## src/rtl/tag_compare_pipe.sv

```systemverilog
// Single-entry tag compare stage: pairs a request with its tag-read response and steers it
// to one of four class outputs (rh/rm/wh/wm). Optional counters enabled by TAG_CMP_STATS_EN.
module tag_compare_pipe #(
  parameter int unsigned ADDR_W = 64,
  parameter int unsigned TAG_W  = 8,
  parameter int unsigned PAY_W  = 16
) (
  input  logic                    clk,
  input  logic                    rst_n,
  input  logic                    req_valid,
  output logic                    req_ready,
  input  logic                    req_we,
  input  logic [ADDR_W-1:0]       req_addr,
  input  logic [PAY_W-1:0]        req_pay,
  input  logic                    rtag_valid,
  output logic                    rtag_ready,
  input  logic [TAG_W-1:0]        rtag_i,
  input  logic                    rline_v,
  input  logic                    rline_d,
  input  logic [1:0]              rresp_i,
  output logic [ADDR_W+PAY_W:0]   out_pkt,
  output logic                    out_victim_dirty,
  output logic                    out_err,
  output logic                    rh_valid,
  output logic                    rm_valid,
  output logic                    wh_valid,
  output logic                    wm_valid,
  input  logic                    rh_ready,
  input  logic                    rm_ready,
  input  logic                    wh_ready,
  input  logic                    wm_ready,
  output logic [31:0]             stat_rh,
  output logic [31:0]             stat_rm,
  output logic [31:0]             stat_wh,
  output logic [31:0]             stat_wm
);

  typedef enum logic [1:0] {StIdle, StCmp, StOut} state_e;
  typedef enum logic [1:0] {ClsRh, ClsRm, ClsWh, ClsWm} cls_e;

  state_e              state_q, state_d;
  cls_e                cls_q, cls_d;
  logic                we_q;
  logic [ADDR_W-1:0]   addr_q;
  logic [PAY_W-1:0]    pay_q;
  logic [TAG_W-1:0]    rtag_q;
  logic                rline_v_q, rline_d_q;
  logic [1:0]          rresp_q;
  logic                err_q, vd_q;
  logic                accept, hit, cls_ready, in_out;
  logic [TAG_W-1:0]    tag_field;

  // Request and tag response are only ever taken together; reset masks the readies.
  assign accept     = rst_n & (state_q == StIdle) & req_valid & rtag_valid;
  assign req_ready  = accept;
  assign rtag_ready = accept;

  assign tag_field = addr_q[ADDR_W-1 -: TAG_W];
  assign hit       = rline_v_q & (tag_field == rtag_q) & (rresp_q == 2'b00);
  assign cls_d     = cls_e'({we_q, ~hit});

  always_comb begin
    cls_ready = 1'b0;
    unique case (cls_q)
      ClsRh:   cls_ready = rh_ready;
      ClsRm:   cls_ready = rm_ready;
      ClsWh:   cls_ready = wh_ready;
      ClsWm:   cls_ready = wm_ready;
      default: cls_ready = 1'b0;
    endcase
  end

  always_comb begin
    state_d = state_q;
    unique case (state_q)
      StIdle:  if (accept) state_d = StCmp;
      StCmp:   state_d = StOut;
      StOut:   if (cls_ready) state_d = StIdle;
      default: state_d = StIdle;
    endcase
  end

  always_ff @(posedge clk or negedge rst_n) begin
    if (!rst_n) begin
      state_q   <= StIdle;
      cls_q     <= ClsRh;
      we_q      <= 1'b0;
      addr_q    <= '0;
      pay_q     <= '0;
      rtag_q    <= '0;
      rline_v_q <= 1'b0;
      rline_d_q <= 1'b0;
      rresp_q   <= 2'b00;
      err_q     <= 1'b0;
      vd_q      <= 1'b0;
    end else begin
      state_q <= state_d;
      if (accept) begin
        we_q      <= req_we;
        addr_q    <= req_addr;
        pay_q     <= req_pay;
        rtag_q    <= rtag_i;
        rline_v_q <= rline_v;
        rline_d_q <= rline_d;
        rresp_q   <= rresp_i;
      end
      if (state_q == StCmp) begin
        cls_q <= cls_d;
        err_q <= (rresp_q != 2'b00);
        vd_q  <= ~hit & rline_v_q & rline_d_q;
      end
    end
  end

  assign in_out           = (state_q == StOut);
  assign rh_valid         = in_out & (cls_q == ClsRh);
  assign rm_valid         = in_out & (cls_q == ClsRm);
  assign wh_valid         = in_out & (cls_q == ClsWh);
  assign wm_valid         = in_out & (cls_q == ClsWm);
  assign out_pkt          = {we_q, addr_q, pay_q};
  // Flags only carry meaning while a class valid is up.
  assign out_err          = in_out & err_q;
  assign out_victim_dirty = in_out & vd_q;

`ifdef TAG_CMP_STATS_EN
  logic [3:0]  fire;
  logic [31:0] cnt_q [4];

  assign fire = {wm_valid & wm_ready, wh_valid & wh_ready, rm_valid & rm_ready,
                 rh_valid & rh_ready};

  always_ff @(posedge clk or negedge rst_n) begin
    if (!rst_n) begin
      for (int i = 0; i < 4; i++) cnt_q[i] <= '0;
    end else begin
      for (int i = 0; i < 4; i++) begin
        if (fire[i] && (cnt_q[i] != 32'hFFFF_FFFF)) cnt_q[i] <= cnt_q[i] + 32'd1;
      end
    end
  end

  assign stat_rh = cnt_q[0];
  assign stat_rm = cnt_q[1];
  assign stat_wh = cnt_q[2];
  assign stat_wm = cnt_q[3];
`else
  assign stat_rh = '0;
  assign stat_rm = '0;
  assign stat_wh = '0;
  assign stat_wm = '0;
`endif

endmodule

```

## config.mk

```make
export PLATFORM = sky130hd
export DESIGN_NAME = tag_compare_pipe
export DESIGN_NICKNAME = d
export VERILOG_FILES = /design/src/rtl/tag_compare_pipe.sv
export SDC_FILE = /design/constraint.sdc
export NUM_CORES = 1
export LEC_CHECK = 0
export ABC_AREA = 1
export CAP_MARGIN = 20
export CORE_AREA = 2 2 125 127
export DETAILED_ROUTE_END_ITERATION = 10
export DIE_AREA = 0 0 127 129
export PLACE_DENSITY = 0.74
export SLEW_MARGIN = 25
export SYNTH_ARGS = -nofsm -noshare
export SYNTH_HDL_FRONTEND = slang
export SYNTH_SLANG_ARGS = --single-unit
```

## constraint.sdc

```tcl
create_clock -name clk -period 1.8 [get_ports clk]
set_clock_uncertainty 0.2 [all_clocks]
set_input_delay 0.18 -clock clk [delete_from_list [all_inputs] [get_ports clk]]
set_output_delay 0.18 -clock clk [all_outputs]
set_load 0.01 [all_outputs]
```

==> run_results.csv <==
group,metric,value,unit
pwr,p_int,5900,uW
route,first_pass_iters,4,
cts,cts_buffers,9,
setup_path,worstRegToRegCells,8,
worst_hold_path,hold_path.class,"in2reg",
synth,synth.yosys.seq_area_share,50.1,%
finish,fillers,1469,
route,wl_per_cell,11.6,um
setup_path,worstReg2RegStart,"state_q[0]",
pwr,power,8860,uW
global_routing,first_global_vias,3549,
pwr,ir_worst_vdd,0.736,mV
setup_path,arrival,1350,ps
synth,ys_types,16,
pwr,p_seq_share,40.1,%
setup_path,cpPeakStageDelay,360,ps
synth,ys.warnings.count,0,
route,drc,0,
cts,cts_root_buf,"clkbuf_16",
placed_design,dpl.hpwl,8.51,mm
sta,finalMaxSlewViolations,0,
placed_design,place_area,0.00660,mm2
worst_hold_path,hp-start,"req_addr[63]",
placed_design,portBuffers,189,
finish,n_antenna_cell,0,
synth,syn_inst,596,
route,postRouteAntennaNets,0,
job,cap_violations,0,
synth,syn_avg_cell_area,8.30,um2
pwr,power.switching,2960,uW
global_routing,grt_max_degree,100,
run_status,status,"finished, final reports clean",
finish,nNetsFinal,889,
setup_path,reg2reg_slack,180,ps
sta,tightest_slew,532,ps
setup_path,crit_required,1420,ps
sta,setup_viol,0,
floorplan,placementRows,45,
floorplan,die_h,129,um
setup_path,r2r-end,"addr_q[38]",
setup_path,startpoint,"state_q[0]",
route,routed_via_density,3.98,
worst_hold_path,min_to,"addr_q[63]",
cts,clk_pin_slew,80,ps
sta,period_minus_slack,1730,ps
cts,cts_tree,"yes",
pwr,powerDensity,1290,mW/mm2
route,wl,11.4,mm
setup_path,worstSetupEndpointType,"primary output",
setup_path,crit_slowest_cell,"dfrtp_1",
global_routing,antenna_found_initial,0,
synth,syn-cell-area,0.00495,mm2
pwr,clkPwrFrac,21.2,%
setup_path,critical_path_class,"reg2out",
route,drt_iter0_drc,135,
finish,syn_to_final_growth,39.3,%
global_routing,gr-usage-all-layers,13.8,%
sta,timing.final.crit_share,96.3,%
finish,final_area,0.00689,mm2
pwr,power.share.combinational,38.6,%
setup_path,start_kind,"flop",
sta,rsz0062_at_grt,"false",
worst_hold_path,holdPathStages,3,
setup_path,path_cells,"inv_1 -> buf_4 -> nand3_4 -> clkinv_2 -> clkdlybuf4s15_1",
route,vias,3900,
cts,cts_sinks,99,
pwr,switching_share,33.4,%
synth,ys_seq_elements,99,
cts,clk_latency,360,ps
floorplan,pin_count,318,
pwr,leakagePower,0.00356,uW
setup_path,crit_fanout,6,
placed_design,gp_congestion,0.710,
cts,htree_num_levels,3,
floorplan,die-area,0.0164,mm2
sta,max_freq,577,MHz
finish,final_layout_size_suffix_gt1_share,4.67,%
sta,maxSlewHeadroom,64.6,%
floorplan,initial_utilization,33.0,%
global_routing,overflow,0,
global_routing,grt_pass1_wl,17.7,mm
sta,hold_viol_final,0,
cts,clock_path_buffers,2,
floorplan,die_w,127,um
floorplan,core_area,0.0150,mm2
per-layer routing:
metal / part of all wire, % / wire [um] / global-route usage (%)
met4: 1.1 / 127 / 3.68
met1: 40 / 4580 / 16.7
met2: 49 / 5550 / 22.4
met5: 0 / 0 / 0
met3: 10 / 1150 / 6.57
layout by cell type (no fill, tap or decap), drive strengths merged:
cell | Yosys | routed
conb | 1 | 128
clkinv | 0 | 3
inv | 25 | 26
dfrtp | 99 | 99
o31ai | 1 | 1
dlygate4sd3 | 0 | 1
clkinvlp | 0 | 2
clkdlybuf4s15 | 0 | 2
a21boi | 1 | 1
o21ai | 16 | 16
xor2 | 2 | 2
buf | 150 | 15
clkdlybuf4s50 | 0 | 180
nor3 | 3 | 3
clkbuf | 0 | 11
nand2 | 280 | 280
dlygate4sd2 | 0 | 5
nor2 | 10 | 10
nand3 | 7 | 7
and3 | 1 | 1
Yosys cell counts, drive strengths merged:
| cell | number | area share, % |
|---|---|---|
| dfrtp | 99 | 50 |
| o21ai | 16 | 1.6 |
| nor3 | 3 | 0.30 |
| o31ai | 1 | 0.15 |
| nand3 | 7 | 0.71 |
| xor2 | 2 | 0.35 |
| nor2 | 10 | 0.76 |
| a21boi | 1 | 0.15 |
| conb | 1 | 0.076 |
| nand2 | 280 | 21 |
| buf | 150 | 23 |
| and3 | 1 | 0.13 |
| inv | 25 | 1.9 |
layout make-up:
cell class                 count  area (um2)  share of cell area (%)
sequential                    99        2480                    35.9
timing repair buffer         204        2040                    29.6
multi-input combinational    449        1750                    25.4
clock buffer                  10         239                    3.47
tap                          188         235                    3.41
inverter                      25        95.1                    1.38
clock inverter                 6        48.8                   0.708
sequential cells by signal (all words and copies together) (netlist names):
name       flops
we_q           1
addr_q        64
rline_d_q      1
cls_q          2
rline_v_q      1
state_q        2
vd_q           1
rtag_q         8
rresp_q        2
err_q          1
pay_q         16
cell families (layout without fill, tap and decap cells):
kind of cell	Yosys count	after routing	share of synthesized area (%)
buf+inv	175	245	24.4
compound gates	18	18	1.92
xor+xnor	2	2	0.354
other cells	1	128	0.0758
flops	99	99	50.1
simple gates	301	301	23.1
power groups by stage:
stage          combinational, uW  clock [uW]  sequential (uW)
6_report                    3420        1880             3550
5_1_grt                     3780        2060             3670
4_1_cts                     3470        1950             3560
3_5_place_dp                3470           0             3580
3_3_place_gp                3420           0             3560
2_1_floorplan               1350           0             3860
worst max-delay path: cells and delay by family, from the launching register on:
family                 cells  cell delay [ps]
buffers and inverters      4              560
flip-flops                 1              360
AND/OR/NAND/NOR            1               80
per-stage QoR:
stage          setup slack, ps  utilization [%]  instances  hold WS [ps]  TNS [ps]
4_1_cts                   5.84             46.0        981           134         0
2_1_floorplan              453                -        723          -316         0
6_report                  66.9             46.0        981           149         0
3_5_place_dp              -136             44.1        964           100     -1450
3_3_place_gp              -128             44.1        964          96.7      -943
5_1_grt                   2.33             46.0        981           153         0
timing repair:
item                       4_1_cts  5_1_grt
setup endpoints to repair        8        7
hold buffers                     1        0
hold endpoints to repair        99        0
buffers inserted                 0        0
gates resized for setup          9        6
worst max-delay path by stage:
stage	slack (ps)	cells past startpoint	endpoint
global route	2	5	req_ready
global placement	-130	5	rtag_ready
floorplan	450	5	rtag_ready
detailed placement	-140	5	rtag_ready
CTS	6	4	wm_valid
finish	70	5	req_ready
(Power assumes the default switching activity.)
